**config.mk**
```make
export PLATFORM = sky130hd
export DESIGN_NAME = vga_plot_engine_flat
export DESIGN_NICKNAME = d
export VERILOG_FILES = /design/src/rtl/vga_pkg.sv /design/src/rtl/vga_plot_engine_if.sv /design/src/rtl/vga_sweep_counter.sv /design/src/rtl/vga_plot_engine.sv /design/src/flat_wrapper.sv
export SDC_FILE = /design/constraint.sdc
export NUM_CORES = 1
export LEC_CHECK = 0
export ABC_AREA = 0
export BUFFER_PORTS_ARGS = -buffer_cell sky130_fd_sc_hd__buf_2
export CELL_PAD_IN_SITES_DETAIL_PLACEMENT = 1
export CELL_PAD_IN_SITES_GLOBAL_PLACEMENT = 1
export CORE_MARGIN = 10
export CORE_UTILIZATION = 37
export CTS_CLUSTER_SIZE = 16
export DETAILED_ROUTE_END_ITERATION = 12
export GPL_TIMING_DRIVEN = 0
export HOLD_SLACK_MARGIN = 0.1
export PLACE_DENSITY_LB_ADDON = 0.3
export SYNTH_ARGS = -nofsm -noshare
export SYNTH_HDL_FRONTEND = slang
export SYNTH_HIERARCHICAL = 1
export SYNTH_SLANG_ARGS = --single-unit
```
**constraint.sdc**
```tcl
create_clock -name clock -period 1.8 [get_ports clock]
set_clock_uncertainty 0.05 [all_clocks]
set_input_delay 0.09 -clock clock [delete_from_list [all_inputs] [get_ports clock]]
set_output_delay 0.09 -clock clock [all_outputs]
set_load 0.01 [all_outputs]
```
**src/rtl/vga_pkg.sv**
```systemverilog
// Shared types and constants for the VGA plot engine and its helper blocks.
package vga_pkg;

  // Engine operating states.
  typedef enum logic [1:0] {
    ST_IDLE  = 2'd0,
    ST_PLOT  = 2'd1,
    ST_CLEAR = 2'd2
  } vga_state_e;

  // Default visible screen geometry.
  localparam int SCREEN_W_DEF = 160;
  localparam int SCREEN_H_DEF = 120;

  // Field positions inside the 16-bit coordinate register.
  localparam int X_MSB = 15;
  localparam int X_LSB = 8;
  localparam int Y_MSB = 7;
  localparam int Y_LSB = 0;

  localparam int X_FIELD_W = X_MSB - X_LSB + 1;
  localparam int Y_FIELD_W = Y_MSB - Y_LSB + 1;

  // True when the full-width register coordinate lies on the visible screen.
  // Evaluated on the untruncated fields so that e.g. y=200 is rejected
  // rather than aliasing onto a visible row once narrowed.
  function automatic logic coord_in_range(
    input logic [X_FIELD_W-1:0] x,
    input logic [Y_FIELD_W-1:0] y,
    input int                   w,
    input int                   h
  );
    return (int'(x) < w) && (int'(y) < h);
  endfunction

endpackage

```
**src/rtl/vga_plot_engine_if.sv**
```systemverilog
// Control-path <-> plot engine bundle: request side plus adapter write port
// and status flags.
interface vga_plot_engine_if #(
  parameter int X_WIDTH     = 8,
  parameter int Y_WIDTH     = 7,
  parameter int COLOR_WIDTH = 3
);

  // Requests from the control path.
  logic                   plot;
  logic                   clear_n;
  logic [15:0]            color_value;
  logic [15:0]            coord_value;

  // Adapter write port.
  logic [X_WIDTH-1:0]     vga_x;
  logic [Y_WIDTH-1:0]     vga_y;
  logic [COLOR_WIDTH-1:0] vga_colour;
  logic                   vga_write;

  // Status back to the control path.
  logic                   busy;
  logic                   done;
  logic                   range_error;
  logic                   overrun;

  // Control path side.
  modport master (
    output plot, clear_n, color_value, coord_value,
    input  vga_x, vga_y, vga_colour, vga_write,
    input  busy, done, range_error, overrun
  );

  // Plot engine side.
  modport slave (
    input  plot, clear_n, color_value, coord_value,
    output vga_x, vga_y, vga_colour, vga_write,
    output busy, done, range_error, overrun
  );

endinterface

```
**src/rtl/vga_sweep_counter.sv**
```systemverilog
// Raster x/y counter: x is the inner loop, y the outer. Loaded to (0,0) by
// start, advanced by enable, wraps back to (0,0) after the last pixel.
// Kept generic so frame-copy logic can reuse the same sweep.
module vga_sweep_counter
  import vga_pkg::*;
#(
  parameter int SCREEN_W = SCREEN_W_DEF,
  parameter int SCREEN_H = SCREEN_H_DEF,
  parameter int X_WIDTH  = 8,
  parameter int Y_WIDTH  = 7
) (
  input  logic               clock,
  input  logic               resetn,
  input  logic               start,
  input  logic               enable,
  output logic [X_WIDTH-1:0] x,
  output logic [Y_WIDTH-1:0] y,
  output logic               last_pixel
);

  localparam logic [X_WIDTH-1:0] X_LAST = X_WIDTH'(SCREEN_W - 1);
  localparam logic [Y_WIDTH-1:0] Y_LAST = Y_WIDTH'(SCREEN_H - 1);

  logic [X_WIDTH-1:0] x_q;
  logic [Y_WIDTH-1:0] y_q;

  // Position register: start wins over enable so a restart always begins
  // at the top-left corner.
  always_ff @(posedge clock) begin
    if (!resetn) begin
      x_q <= '0;
      y_q <= '0;
    end else if (start) begin
      x_q <= '0;
      y_q <= '0;
    end else if (enable) begin
      if (x_q == X_LAST) begin
        x_q <= '0;
        y_q <= (y_q == Y_LAST) ? '0 : y_q + 1'b1;
      end else begin
        x_q <= x_q + 1'b1;
      end
    end
  end

  assign x          = x_q;
  assign y          = y_q;
  assign last_pixel = (x_q == X_LAST) && (y_q == Y_LAST);

endmodule

```
**src/rtl/vga_plot_engine.sv**
```systemverilog
// VGA plot engine: turns single-pixel plot strobes and full-screen clear
// requests into a one-pixel-per-cycle write stream for the VGA adapter,
// and reports busy/done so the control path can stall.
module vga_plot_engine
  import vga_pkg::*;
#(
  parameter int SCREEN_W    = SCREEN_W_DEF,
  parameter int SCREEN_H    = SCREEN_H_DEF,
  parameter int X_WIDTH     = 8,
  parameter int Y_WIDTH     = 7,
  parameter int COLOR_WIDTH = 3,
  parameter int CLEAR_COLOR = 0
) (
  input  logic              clock,
  input  logic              resetn,
  vga_plot_engine_if.slave  bus
);

  // FSM state and request bookkeeping.
  vga_state_e             state_q;
  logic                   clear_armed_q;
  logic [X_FIELD_W-1:0]   plot_x_q;
  logic [Y_FIELD_W-1:0]   plot_y_q;
  logic [COLOR_WIDTH-1:0] plot_colour_q;

  // Registered outputs.
  logic [X_WIDTH-1:0]     vga_x_q;
  logic [Y_WIDTH-1:0]     vga_y_q;
  logic [COLOR_WIDTH-1:0] vga_colour_q;
  logic                   vga_write_q;
  logic                   busy_q;
  logic                   done_q;
  logic                   range_error_q;
  logic                   overrun_q;

  // Decoded request and sweep signals.
  logic [X_FIELD_W-1:0]   coord_x;
  logic [Y_FIELD_W-1:0]   coord_y;
  logic                   clear_req;
  logic                   plot_in_range;
  logic                   sweep_start;
  logic                   sweep_en;
  logic                   sweep_last;
  logic [X_WIDTH-1:0]     sweep_x;
  logic [Y_WIDTH-1:0]     sweep_y;
  logic                   unused_color_bits;

  assign coord_x = bus.coord_value[X_MSB:X_LSB];
  assign coord_y = bus.coord_value[Y_MSB:Y_LSB];

  // Only the low colour bits reach the adapter.
  assign unused_color_bits = &{1'b0, bus.color_value[15:COLOR_WIDTH]};

  // A clear is taken only from IDLE and only once per falling clear_n.
  assign clear_req     = (state_q == ST_IDLE) && !bus.clear_n && clear_armed_q;
  assign plot_in_range = coord_in_range(plot_x_q, plot_y_q, SCREEN_W, SCREEN_H);
  assign sweep_start   = clear_req;
  assign sweep_en      = (state_q == ST_CLEAR);

  vga_sweep_counter #(
    .SCREEN_W (SCREEN_W),
    .SCREEN_H (SCREEN_H),
    .X_WIDTH  (X_WIDTH),
    .Y_WIDTH  (Y_WIDTH)
  ) u_sweep (
    .clock      (clock),
    .resetn     (resetn),
    .start      (sweep_start),
    .enable     (sweep_en),
    .x          (sweep_x),
    .y          (sweep_y),
    .last_pixel (sweep_last)
  );

  // Engine FSM with all outputs registered. Each state's outputs describe
  // the pixel produced during that state, so they appear one edge later.
  always_ff @(posedge clock) begin
    if (!resetn) begin
      state_q       <= ST_IDLE;
      clear_armed_q <= 1'b1;
      plot_x_q      <= '0;
      plot_y_q      <= '0;
      plot_colour_q <= '0;
      vga_x_q       <= '0;
      vga_y_q       <= '0;
      vga_colour_q  <= '0;
      vga_write_q   <= 1'b0;
      busy_q        <= 1'b0;
      done_q        <= 1'b0;
      range_error_q <= 1'b0;
      overrun_q     <= 1'b0;
    end else begin
      // Re-arm whenever clear_n is seen high; a held-low level clears once.
      if (bus.clear_n) begin
        clear_armed_q <= 1'b1;
      end

      case (state_q)
        ST_IDLE: begin
          vga_write_q   <= 1'b0;
          done_q        <= 1'b0;
          range_error_q <= 1'b0;
          busy_q        <= 1'b0;
          if (clear_req) begin
            state_q       <= ST_CLEAR;
            clear_armed_q <= 1'b0;
            busy_q        <= 1'b1;
            // A plot colliding with the clear is dropped.
            if (bus.plot) begin
              overrun_q <= 1'b1;
            end
          end else if (bus.plot) begin
            state_q       <= ST_PLOT;
            busy_q        <= 1'b1;
            plot_x_q      <= coord_x;
            plot_y_q      <= coord_y;
            plot_colour_q <= bus.color_value[COLOR_WIDTH-1:0];
          end
        end

        ST_PLOT: begin
          state_q <= ST_IDLE;
          done_q  <= 1'b1;
          busy_q  <= 1'b1;
          if (plot_in_range) begin
            vga_write_q   <= 1'b1;
            range_error_q <= 1'b0;
            vga_x_q       <= X_WIDTH'(plot_x_q);
            vga_y_q       <= Y_WIDTH'(plot_y_q);
            vga_colour_q  <= plot_colour_q;
          end else begin
            // Off-screen: report instead of writing; the port keeps its
            // previous pixel.
            vga_write_q   <= 1'b0;
            range_error_q <= 1'b1;
          end
          if (bus.plot) begin
            overrun_q <= 1'b1;
          end
        end

        ST_CLEAR: begin
          vga_write_q   <= 1'b1;
          range_error_q <= 1'b0;
          busy_q        <= 1'b1;
          vga_x_q       <= sweep_x;
          vga_y_q       <= sweep_y;
          vga_colour_q  <= COLOR_WIDTH'(CLEAR_COLOR);
          done_q        <= sweep_last;
          if (sweep_last) begin
            state_q <= ST_IDLE;
          end
          if (bus.plot) begin
            overrun_q <= 1'b1;
          end
        end

        default: begin
          state_q       <= ST_IDLE;
          vga_write_q   <= 1'b0;
          done_q        <= 1'b0;
          range_error_q <= 1'b0;
          busy_q        <= 1'b0;
        end
      endcase
    end
  end

  assign bus.vga_x       = vga_x_q;
  assign bus.vga_y       = vga_y_q;
  assign bus.vga_colour  = vga_colour_q;
  assign bus.vga_write   = vga_write_q;
  assign bus.busy        = busy_q;
  assign bus.done        = done_q;
  assign bus.range_error = range_error_q;
  assign bus.overrun     = overrun_q;

endmodule

```
**src/flat_wrapper.sv**
```systemverilog
// flat-port wrapper written by rule: the top's interface ports become plain ports
module vga_plot_engine_flat import vga_pkg::*;
#(
  parameter int SCREEN_W    = SCREEN_W_DEF,
  parameter int SCREEN_H    = SCREEN_H_DEF,
  parameter int X_WIDTH     = 8,
  parameter int Y_WIDTH     = 7,
  parameter int COLOR_WIDTH = 3,
  parameter int CLEAR_COLOR = 0
)
  (clock, resetn, bus_plot, bus_clear_n, bus_color_value, bus_coord_value, bus_vga_x, bus_vga_y, bus_vga_colour, bus_vga_write, bus_busy, bus_done, bus_range_error, bus_overrun);
  vga_plot_engine_if #(.X_WIDTH(X_WIDTH), .Y_WIDTH(Y_WIDTH), .COLOR_WIDTH(COLOR_WIDTH)) bus_i ();
  input  logic clock;
  input  logic resetn;
  input wire logic [$bits(bus_i.plot)-1:0] bus_plot;
  input wire logic [$bits(bus_i.clear_n)-1:0] bus_clear_n;
  input wire logic [$bits(bus_i.color_value)-1:0] bus_color_value;
  input wire logic [$bits(bus_i.coord_value)-1:0] bus_coord_value;
  output wire logic [$bits(bus_i.vga_x)-1:0] bus_vga_x;
  output wire logic [$bits(bus_i.vga_y)-1:0] bus_vga_y;
  output wire logic [$bits(bus_i.vga_colour)-1:0] bus_vga_colour;
  output wire logic [$bits(bus_i.vga_write)-1:0] bus_vga_write;
  output wire logic [$bits(bus_i.busy)-1:0] bus_busy;
  output wire logic [$bits(bus_i.done)-1:0] bus_done;
  output wire logic [$bits(bus_i.range_error)-1:0] bus_range_error;
  output wire logic [$bits(bus_i.overrun)-1:0] bus_overrun;
  assign bus_i.plot = bus_plot;
  assign bus_i.clear_n = bus_clear_n;
  assign bus_i.color_value = bus_color_value;
  assign bus_i.coord_value = bus_coord_value;
  assign bus_vga_x = bus_i.vga_x;
  assign bus_vga_y = bus_i.vga_y;
  assign bus_vga_colour = bus_i.vga_colour;
  assign bus_vga_write = bus_i.vga_write;
  assign bus_busy = bus_i.busy;
  assign bus_done = bus_i.done;
  assign bus_range_error = bus_i.range_error;
  assign bus_overrun = bus_i.overrun;
  vga_plot_engine #(.SCREEN_W(SCREEN_W), .SCREEN_H(SCREEN_H), .X_WIDTH(X_WIDTH), .Y_WIDTH(Y_WIDTH), .COLOR_WIDTH(COLOR_WIDTH), .CLEAR_COLOR(CLEAR_COLOR)) u_core (.clock(clock), .resetn(resetn), .bus(bus_i));
endmodule
```
Yosys cells after proc, flatten, opt, wreduce, memory -nomap -nowiden
Index checks and enable logic that the tools add are counted.
{ "totals": {"ramBits": 0, "input_bits": 36, "memories": 0, "latch_bits": 0, "out_inout_bits": 23, "rom_bits": 0, "word_cells": 70, "regBits": 60} }
{ "op_classes": {"mux": 25, "shifts": 0, "eq_ne": 8, "div_mod_pow": 0, "reduce_logical": 16, "n_lt_le_gt_ge": 2, "mul": 0, "add_sub_neg": 2, "n_bitwise": 2} }
{ "ops": {"columns": ["op", "n"], "rows": [
  ["8-bit 2-to-1 mux", 2],
  ["8-bit one-hot mux with 2 select lines", 1],
  ["7-bit 2-to-1 mux", 2],
  ["7-bit one-hot mux with 2 select lines", 1],
  ["2-bit AND reduction", 5],
  ["1-bit 2-to-1 mux", 9],
  ["8-bit by 1-bit adder with 8-bit output (second input constant)", 1],
  ["8-bit equality test (second input constant)", 1],
  ["8-bit by 7-bit less-than comparator with 1-bit output (second input constant)", 1],
  ["8-bit less-than comparator (second input constant)", 1],
  ["1-bit one-hot mux with 2 select lines", 4],
  ["7-bit by 1-bit adder with 7-bit output (second input constant)", 1],
  ["7-bit equality test (second input constant)", 1],
  ["2-bit 2-to-1 mux", 3],
  ["3-bit one-hot mux with 2 select lines", 1],
  ["1-bit logical AND", 4],
  ["2-bit by 1-bit inequality test with 1-bit output (second input constant)", 2],
  ["2-bit one-hot mux with 2 select lines", 1],
  ["2-bit nonzero test", 2],
  ["2-bit OR reduction", 2],
  ["3-bit 2-to-1 mux", 1],
  ["3-bit by 2-bit inequality test with 1-bit output (second input constant)", 1],
  ["3-bit AND reduction", 1],
  ["2-bit by 1-bit equality test with 1-bit output (second input constant)", 1],
  ["5 further kinds", 6]
]} }

Logic depth before layout (Yosys ltp)
Gate-level depths: netlist of the first run.
{ "logic_depth": {"word_depth": 5, "depth_mapped": 8, "ltp_nobuf": 7} }

Hierarchy
Netlist of the first run, hierarchy kept.
{ "by_module_without_submodules": {"columns": ["mod", "instances", "cells_each", "area_each_um2"], "rows": [
  ["vga_plot_engine", 1, 228, 2059.5],
  ["vga_sweep_counter", 1, 84, 769.5]
]} }

Least setup slack after synthesis of the first run
OpenSTA, ideal clock, no wires.
{ "synth_path": {"path_kind": "register to register", "start": "register u_core.u_sweep.y_q[0], in the netlist u_core/u_sweep/y[0]", "end": "register u_core.state_q[0]", "path_buffers": 0, "arrival_ns": 1.666, "slack_ns": 0.004, "path_stages_with_launch": 8, "cell_sequence": "dfxtp_1 > ha_1 > nand4_1 > nor3b_1 > and4_1 > nand2b_1 > a21oi_1 > nor3b_1"} }
{ "synth_between": {"elab_chain_cells": 4} }
{ "synth_rtl": {"columns": ["element", "line_no", "source"], "rows": [
  ["from (decl)", "vga_sweep_counter.sv:25", "logic [Y_WIDTH-1:0] y_q;"],
  ["from (signal assigned)", "vga_sweep_counter.sv:39", "y_q <= (y_q == Y_LAST) ? '0 : y_q + 1'b1;"],
  ["7-bit equality test", "vga_sweep_counter.sv:48", "assign last_pixel = (x_q == X_LAST) && (y_q == Y_LAST);"],
  ["1-bit logical AND", "vga_sweep_counter.sv:48", null],
  ["via u_core.sweep_last", "vga_plot_engine.sv:43", "logic sweep_last;"],
  ["2-bit inequality test (no line)", null, null],
  ["2-bit AND reduction (no line)", null, null],
  ["to (signal assigned)", "vga_plot_engine.sv:79", "state_q <= ST_IDLE;"],
  ["to (signal assigned)", "vga_plot_engine.sv:105", "state_q <= ST_CLEAR;"],
  ["to (signal assigned)", "vga_plot_engine.sv:113", "state_q <= ST_PLOT;"],
  ["to (decl)", "vga_plot_engine.sv:20", "vga_state_e state_q;"]
]} }
The timed path passes the listed nets, and every way through them passes these cells.
A chain may end at the register's enable or synchronous reset.

Final worst setup path of the first run
Same ends and word-level chain as after synthesis.

==> results.md, run 1 <==
- Seq. cell area: approximately 1200 um2
- Yosys reg bits: 60
- Congestion Overflow GR: 0
- Area leader, netlist: dfxtp_1
- Cell Rows: 31
- Die ar.: around 12,000 um2
- Ports: roughly 60
- Initial Util: 0.386
- TritonRoute pass-1 iters: 4
- Post-synth EDFFs: 0
- Kind of critical path: flip-flop to flip-flop
- Placed Cells: about 460
- Per-cell routed wire length: roughly 17 um
- Root Buffer: clkbuf_8
- Pin count of the biggest net entering global routing: 11
- Clk sinks: 60
- WP data arrival: 1.95 ns
- Worst-path clk slew: 0.07 ns
- Initial antenna violation count: 0
- Sw frac: 0.297
- Footprint of the multi-input gates: approximately 1500 um2
- Fin crit share: 0.969
- Routed vias/inst: ~5.2
- Final Hold Violating Endpoints: 0
- Final Setup Violations: 0
- Max Clk Rate: approximately 570 MHz
- Fill cell count: approximately 880
- CP Launch Type: flip-flop
- TritonCTS clock tree: yes
- Placed cell areas: about 3200 um2
- Ys async rst share: 0
- DP HPWL: 5.82 mm
- Leak Pwr: 1.55 nW
- P_int: 2.34 mW
- Post-layout instance area: 3730 um2
- Syn Inst Count: between 300 and 400
- Post-route minimum period: about 1.7 ns
- Post-synth top area share: 0.425
- Vias after detailed routing: roughly 2,600
- Routability cong.: 0.813
- Worst slew pin tran: around 0.52 ns
- Port Buffers: 45
- Final Worst Setup Slack: around 0.056 ns
- Number of global-route vias before repair: around 2,700
- Launch point of the worst reg-to-reg path: u_core/u_sweep/y[0]
- Layout area overhead: 31.8%
- Clock share of power: 0.323
- Max cap viols: 0
- Max clock buf depth: 2
- Hold Path Sink: u_core/bus.vga_y[3]
- GRT Total Usage: 0.152
- Synth Area per Inst: a little over 9 um2
- Detailed router's first-iteration violation count: 80
- Die W: 107 um
- Max Slew Vio Count: 0
- First-pass GRT wire length: approximately 14 mm
- Peak VDD IR: 495 uV
- Layout cell share with drive strength beyond 1: 0.311
- CORE AREA: between 7000 and 8000 um2
- Setup WS pre-CTS: -0.519 ns
- Netlist cell types: 47
- DRC Markers: 0
- Post-synth top cells: 60 x dfxtp_1, 29 x nand3_1, 28 x nand2_1, 22 x o21ai_0, 19 x a21boi_0
- Worst-Skew Late Latency: 0.34 ns
- Hold Crit Depth: 2
- Clock H-tree levels: 3
- Netlist Area Pre-Place: ~2800 um2
- Setup crit end kind: flip-flop
- Slew HR: 0.656
- Worst Hold Class: flip-flop to flip-flop
- TritonCTS Buffers: 9
- Seq pwr share: 0.444
- DRT antenna net count: 0
- Switch Pwr: ~990 uW
- Synthesis Warnings: 6
- Top-count cell post-synth: dfxtp_1
- Primary FF master, synth: dfxtp_1
- Min Hold Slack: ~0.4 ns
- Pwr dens: around 890 nW/um2
- Worst R2R Path Depth: 7
- Run status: finished, final reports clean
- Top cells by area, synth: dfxtp_1 42%, mux2i_1 6.0%, nand3_1 5.1%
- Crit-path max FO: 5
- Post-Layout Cell Count: 501
- Comb pwr share: 0.233
- Sequential share of the synthesized area: 0.425
- Die height: about 110 um
- Worst flop-to-flop path endpoint: u_core/state_q[0]
- Worst EP required: roughly 2 ns
- Flop2flop setup slack: between 0.05 and 0.06 ns
- Syn nets: ~350
- Total Wirelength: about 8.6 mm
- # nets final: 440
- N_diodes: 0
- Startpoint of the worst hold path: u_core/bus.vga_y[3]
==> metrics by stage <==
step                      total power, mW  setup TNS [ns]   util
after detailed placement             2.19           -4.48  0.434
final                                3.33               0  0.508
after global routing                 3.51         -0.0506  0.508
after global placement               2.18           -3.82  0.434
after floorplan                      1.97               0      -
after CTS                            3.33               0  0.496
==> final cells by class <==
class / instances / share of cell area
multi-input cells: 225 / 0.414
clock buffers: 13 / 0.0426
flip-flops and latches: 60 / 0.326
clock inverters: 2 / 0.00269
inverters: 4 / 0.00403
plain buffers: 23 / 0.0420
repair buffers: 75 / 0.136
well taps: 99 / 0.0332
==> flip-flops by register name, indices dropped and copies added, names as in the netlist, 2 cells and up <==
register,cells
u_core/bus.vga_colour,3
u_core/bus.vga_x,8
u_core/bus.vga_y,7
u_core/plot_colour_q,3
u_core/plot_x_q,8
u_core/plot_y_q,8
u_core/state_q,2
u_core/u_sweep/x,8
u_core/u_sweep/y,7
==> per-layer routing <==
metal  global-route usage  share of wire
met4               0.0429          0.011
met5                    0              0
met1                0.175           0.44
met3               0.0527          0.052
met2                0.260           0.50
==> placed cells by master (no fill, tap or decap), types with 3 or more instances in the layout <==
cell and instances:
dfxtp_1 53, buf_2 50, nand3_1 29, nand2_1 27, dlygate4sd3_1 22, o21ai_0 21, a21boi_0 18, mux2i_1 17
o211ai_1 16, or2_2 15, clkbuf_8 11, buf_4 10, clkbuf_1 9, a21oi_1 9, nor2_1 8, dfxtp_2 5
xor2_1 5, buf_6 4, and2_1 4, nor3_1 4, inv_2 3, nor2b_1 3, o2bb2ai_1 3, a21boi_1 3
==> what timing repair did <==
action,4_1_cts,5_1_grt
resized for setup,19,20
setup endpoints to repair,43,33
setup buffers,1,7
endpoints found under the hold margin,25,0
pin swaps,2,6
hold buffers,22,0
==> worst max-delay path, cell delays in order, from the launching register on <==
cell      delay (ns)
dfxtp_4         0.38
ha_4            0.13
nand4_1         0.17
nor3b_4         0.27
and4_4          0.29
nand2b_4        0.14
a21oi_1         0.08
nor3b_1         0.16
==> power groups by stage <==
stage	Clock [mW]	Sequential, mW	Combinational [mW]
after global routing	1.17	1.49	0.852
after floorplan	0	1.51	0.464
final	1.07	1.48	0.775
after detailed placement	0	1.50	0.690
after global placement	0	1.50	0.678
after CTS	1.11	1.48	0.746
==> logic make-up (layout without fill, tap and decap cells) <==
kind of cell    count (synthesis)  count (layout)  share of synthesized area
flops                          60              60                      0.425
simple gates                  115             115                      0.222
buf+inv                        27             117                     0.0570
mux                            17              17                     0.0601
xor+xnor                        7               7                     0.0217
fa+ha+maj                       6               6                     0.0265
compound gates                 80              80                      0.188
==> worst max-delay path by stage <==
stage / startpoint / endpoint / slack [ns] / cells after the start
5_1_grt: u_core/state_q[1] / u_core/u_sweep/x[5] / -0.01 / 8
2_1_floorplan: u_core/u_sweep/y[0] / u_core/state_q[0] / 0.004 / 7
6_report: u_core/u_sweep/y[0] / u_core/state_q[0] / 0.06 / 7
3_3_place_gp: u_core/u_sweep/y[0] / u_core/state_q[0] / -0.48 / 7
3_5_place_dp: u_core/u_sweep/y[0] / u_core/state_q[0] / -0.52 / 7
4_1_cts: u_core/u_sweep/y[1] / u_core/state_q[0] / 0.004 / 7
Power figures use the tool's default switching activity.
==> inputs of run 2 (changes only) <==
Settings changed: ABC_AREA 0 to 1, CORE_UTILIZATION 37 to 35.
==> results.md, run 2 <==
- Run status: finished, final reports clean
- Final core utilization: 0.466
- Top-count cell post-synth: nand2_1
- Mux contribution to synthesized area: 0
- Primary FF master, synth: dfxtp_1
- Worst R2R Path Depth: 8
- TritonCTS clock tree: yes
- CP Launch Type: flip-flop
- Die height: 109 um
- Total Wirelength: a little under 9 mm
- Post-synthesis xor/xnor area fraction: 0.00628
- Most frequent cells in the layout: 95 x nand2_1, 74 x nor2_1, 56 x dfxtp_1
- Area leader, netlist: dfxtp_1
- Crit-path max FO: 10
- WP data arrival: roughly 1.9 ns
- Routability cong.: 0.795
- Fill cell count: between 1,000 and 1,500
- Synthesis Warnings: 6
- Number of global-route vias before repair: 2,922
- Pin count of the biggest net entering global routing: 13
- Top cells by area, synth: dfxtp_1 43%, nand2_1 13%, nor2_1 10%
- Pwr dens: 980 nW/um2
- Routed vias/inst: roughly 4.8
- Max cap viols: 0
- Leak Pwr: 1.68 nW
- Launch point of the worst reg-to-reg path: u_core/state_q[0]
- Synth Area per Inst: 7.18 um2
- Layout cell share with drive strength beyond 1: 0.230
- Post-synth top cells: 95 x nand2_1, 76 x nor2_1, 60 x dfxtp_1, 27 x inv_1, 25 x o21ai_0
- Port Buffers: 45
- Critical Path Source: u_core/state_q[0]
- Root Buffer: clkbuf_8
- Comb pwr share: 0.253
- Initial antenna violation count: 1
- Clock share of power: 0.305
- Sequential share of the synthesized area: 0.430
- Worst-Skew Late Latency: 0.34 ns
- Flop2flop setup slack: around 0.063 ns
- TritonRoute pass-1 iters: 4
- Combinational family with the most area after synthesis: simple AND/OR/NAND/NOR gates
- Post-synth EDFFs: 0
- Congestion Overflow GR: 0
- Worst Hold Class: input pin to flip-flop
- Post-Layout Cell Count: 576
- Final Setup Violations: 0
- Yosys reg bits: 60
- Post-Route Setup TNS: 0 ns
- CORE AREA: 7730 um2
- Kind of critical path: flip-flop to flip-flop
- Syn nets: 431
- Min Hold Slack: roughly 0.15 ns
- Setup crit end kind: flip-flop
- Final Hold Violating Endpoints: 0
- Per-cell routed wire length: roughly 15 um
- TritonCTS Buffers: 9
- Worst setup path end: u_core/plot_x_q[5]
- Placed cell areas: ~3100 um2
- DRT antenna net count: 0
- First-pass GRT wire length: between 10 and 15 mm
- Detailed router's first-iteration violation count: ~140
- Ys async rst share: 0
- Switch Pwr: 1.13 mW
- Initial Util: 0.361
- Max clock buf depth: 2
- Die ar.: roughly 12,000 um2
- Fin crit share: 0.965
- Cell Rows: 32
- Max Slew Vio Count: 0
- Ports: just under 60
- Simple-Gate Fraction of Synth Area: 0.365
- Clk sinks: 60
- Post-route minimum period: approximately 1.7 ns
- Syn Inst Count: around 390
- Placed Cells: approximately 540
- Worst EP required: 1.97 ns
- Netlist Area Pre-Place: between 2000 and 3000 um2
- Post-Synth Adder-Cell Area: 0.0269
- P_int: roughly 2.4 mW
- Sw frac: 0.321
- Layout area overhead: 29.0%
- Peak VDD IR: roughly 580 uV
- Slew HR: 0.656
- Netlist cell types: 30
- DRC Markers: 0
- Worst slew pin tran: ~0.52 ns
- # nets final: 511
- Post-synth top area share: 0.430
- Die W: 109 um
- Vias after detailed routing: roughly 2,800
- DP HPWL: 6.13 mm
- Worst-path clk slew: approximately 0.07 ns
- GRT Total Usage: 0.152
- Clock H-tree levels: 3
- Compound-Gate Fraction of Synth Area: 0.0955
- Post-layout instance area: between 3000 and 4000 um2
- Worst flop-to-flop path endpoint: u_core/plot_x_q[5]
- Seq pwr share: 0.443
- Max Clk Rate: roughly 580 MHz
- Most common cell after layout, fill and taps aside: nand2_1
run 2: cell count changes in the layout (fill, tap and decap cells not counted), sizes merged, moves of 8 or more:
cell | previous run | this run
a21boi | 21 | 0
a21oi | 10 | 21
buf | 65 | 57
inv | 4 | 31
mux2i | 17 | 0
nand2 | 28 | 100
nand3 | 30 | 19
nand3b | 2 | 15
nor2 | 8 | 85
o211ai | 16 | 0
or2 | 15 | 1
run 2: cells by family (layout without fill, tap and decap cells):
group,count (synthesis),count (layout)
fa+ha+maj,6,6
flops,60,60
compound gates,51,51
xor+xnor,2,2
buf+inv,45,129
simple gates,225,225
other cells,0,1
run 2: per-layer routing:
layer  GRT usage  share of wire  wire, um
met5           0              0         0
met4      0.0520          0.016       142
met3      0.0562          0.058       511
met2       0.254           0.50      4370
met1       0.176           0.43      3780
run 2: layout make-up:
type | instances | area, um2 | area share
Clock inverter | 2 | 10.0 | 0.00278
Buffer | 13 | 93.8 | 0.0261
Clock buffer | 13 | 159 | 0.0441
Antenna cell | 1 | 2.50 | 0.000695
Inverter | 32 | 121 | 0.0337
Sequential cell | 60 | 1210 | 0.336
Tap cell | 102 | 128 | 0.0355
Multi-Input combinational cell | 284 | 1420 | 0.394
Timing Repair Buffer | 69 | 458 | 0.127
run 2: worst min path at each step:
stage | endpoint | from | slack, ns | cells past startpoint
floorplan | u_core/clear_armed_q | bus_clear_n | 0.16 | 2
detailed placement | u_core/clear_armed_q | bus_clear_n | 0.26 | 3
global route | u_core/u_sweep/x[4] | resetn | 0.14 | 5
global placement | u_core/clear_armed_q | bus_clear_n | 0.25 | 3
finish | u_core/u_sweep/x[4] | resetn | 0.15 | 5
CTS | u_core/u_sweep/y[0] | resetn | 0.12 | 5
run 2: per-stage QoR:
| stage | total power, mW | setup WS [ns] |
|---|---|---|
| after floorplan | 2.12 | 0.210 |
| after global placement | 2.37 | -0.109 |
| after detailed placement | 2.40 | -0.149 |
| after CTS | 3.53 | 0.00919 |
| after global routing | 3.76 | -0.0545 |
| final | 3.53 | 0.0629 |
run 2: power by group through the flow:
stage                     logic (mW)  registers [mW]  clock network, mW
after floorplan                0.519            1.60                  0
after global placement         0.788            1.58                  0
after detailed placement       0.811            1.59                  0
after CTS                      0.860            1.56               1.11
after global routing            1.00            1.58               1.18
final                          0.891            1.56               1.07
run 2: what timing repair did:
item	4_1_cts	5_1_grt
hold buffers	21	0
endpoints found under the setup margin	22	33
setup buffers	1	2
hold endpoints to repair	24	0
gates resized for setup	6	13
pin swaps	2	4
run 2: critical path, stage by stage (launching register included):
cell,delay [ns]
dfxtp_2,0.35
inv_1,0.14
ha_2,0.25
nand3_2,0.11
inv_2,0.13
nor2_4,0.07
clkbuf_4,0.18
o21ai_0,0.25
nor2_1,0.08
==> inputs of run 3 (changes only) <==
Settings changed: CORE_ASPECT_RATIO from default to 1.25.
==> results.md, run 3 (synthesis gave the netlist of run 2 again) <==
- Detailed router's first-iteration violation count: between 90 and 100
- Congestion Overflow GR: 0
- Die ar.: around 12,000 um2
- Clock share of power: 0.387
- Peak VDD IR: just under 500 uV
- Final Hold Violating Endpoints: 0
- Wire length on met3: approximately 360 um
- Initial antenna violation count: 0
- TritonRoute pass-1 iters: 4
- Switch Pwr: 1.22 mW
- Total Wirelength: between 9 and 10 mm
- Max Slew Vio Count: 0
- Fill cell count: between 1,000 and 1,500
- Layout cell share with drive strength beyond 1: 0.234
- # nets final: 511
- Final Power: roughly 4.0 mW
- Kind of critical path: flip-flop to flip-flop
- Routed vias/inst: between 4 and 5
- Final Setup Violations: 0
- Slew HR: 0.651
- Die height: 120 um
- Vias after detailed routing: approximately 2,800
- TritonCTS Buffers: 9
- Run status: finished, final reports clean
- Cell Rows: 36
- Worst EP required: between 1.5 and 2 ns
- Max clock buf depth: 2
- RSZ-0062 raised after global routing: yes
- Met1 wire length: between 3 and 4 mm
- Leak Pwr: 1.72 nW
- Met2 wire len: around 5.1 mm
- First-pass GRT wire length: between 10 and 15 mm
- Worst-Skew Late Latency: 0.35 ns
- Worst slew pin tran: approximately 0.52 ns
- Post-Layout Cell Count: between 500 and 600
- Clock H-tree levels: 3
- Layout area overhead: 31.7%
- Flop2flop setup slack: roughly 0.094 ns
- TritonCTS clock tree: yes
- Setup crit end kind: flip-flop
- Most frequent cells in the layout: 94 x nand2_1, 73 x nor2_1, 56 x dfxtp_1
- Worst-path clk slew: roughly 0.07 ns
- P_int: 2.79 mW
- Top layer in use: met4
- Number of global-route vias before repair: 2,976
- Fin crit share: 0.948
- Initial Util: 0.358
- WP data arrival: 1.89 ns
- Most common cell after layout, fill and taps aside: nand2_1
- Pin count of the biggest net entering global routing: 13
- Clk sinks: 60
- Comb pwr share: 0.225
- GRT Total Usage: 0.157
- Max cap viols: 0
- CP Launch Type: flip-flop
- DRC Markers: 0
- Post-route minimum period: ~1.7 ns
- Crit-path max FO: 10
- Per-cell routed wire length: about 16 um
- Sw frac: 0.305
- DRT antenna net count: 0
- Root Buffer: clkbuf_8
- Placed Cells: between 500 and 600
- Setup WS pre-CTS: -0.200 ns
- Port Buffers: 45
- DP HPWL: about 6.5 mm
- Final Worst Setup Slack: around 0.094 ns
- Seq pwr share: 0.389
- Routability cong.: 0.801
- Ports: slightly below 60
- N_diodes: 0
- Max Clk Rate: around 590 MHz
- Worst Hold Class: flip-flop to flip-flop
- Die W: 99.9 um
- Pwr dens: 1090 nW/um2
- CORE AREA: slightly below 8000 um2
- Final core utilization: 0.472
## run 3: cell types whose count changed in the layout (fill, tap and decap cells not counted), sizes merged
cell         previous run  this run
diode                   1         0
bufinv                  0         3
clkinvlp                0         1
dlygate4sd3            21        22
clkbuf                 17        13
## run 3: worst paths after layout
| kind | from | endpoint | cells after the start |
|---|---|---|---|
| setup reg to reg | u_core/state_q[0] | u_core/plot_y_q[4] | 8 |
| hold / removal | u_core/bus.overrun | u_core/bus.overrun | 2 |
| setup / recovery | u_core/state_q[0] | u_core/plot_y_q[4] | 8 |
| hold reg to reg | u_core/bus.overrun | u_core/bus.overrun | 2 |
## run 3: layout make-up
cell class / count / area, um2 / share of cell area
inverters: 32 / 121 / 0.0330
flip-flops and latches: 60 / 1210 / 0.328
plain buffers: 13 / 91.3 / 0.0248
multi-input cells: 284 / 1430 / 0.389
well taps: 95 / 119 / 0.0323
repair buffers: 69 / 460 / 0.125
clock inverters: 6 / 111 / 0.0303
clock buffers: 10 / 138 / 0.0374
## run 3: routing by layer
layer  GRT usage  vias up
met5           0        -
met4      0.0664        0
met3      0.0373       17
met2       0.299       44
met1       0.155     1346
li1            -     1388
## run 3: worst max-delay path, stage by stage, from the launching register on
cell and delay (ns):
dfxtp_2 0.34, inv_1 0.12, ha_1 0.27, nand3_2 0.14, inv_2 0.14, nor2_4 0.06, buf_2 0.18, o21ai_0 0.21
nor2_1 0.07
## run 3: timing repair
| action | in CTS | in global routing |
|---|---|---|
| pin swaps | 1 | 1 |
| setup endpoints to repair | 22 | 33 |
| hold endpoints to repair | 24 | 0 |
| hold buffers | 22 | 0 |
| resized for setup | 6 | 12 |
| setup buffers | 2 | 0 |
## run 3: stage by stage
stage	setup TNS, ns	hold WS, ns	instance area, um2
6_report	0	0.415	3680
3_5_place_dp	-1.16	0.257	3140
4_1_cts	0	0.422	3630
2_1_floorplan	0	0.159	2790
5_1_grt	-0.0219	0.469	3680
3_3_place_gp	-0.467	0.245	3140
## run 3: power by group through the flow
stage                     Clock [mW]  Sequential, mW  Combinational (mW)
final                           1.55            1.56               0.901
after global routing            1.63            1.57                1.01
after CTS                       1.57            1.55               0.891
after detailed placement           0            1.58               0.833
after global placement             0            1.57               0.807
after floorplan                    0            1.60               0.519
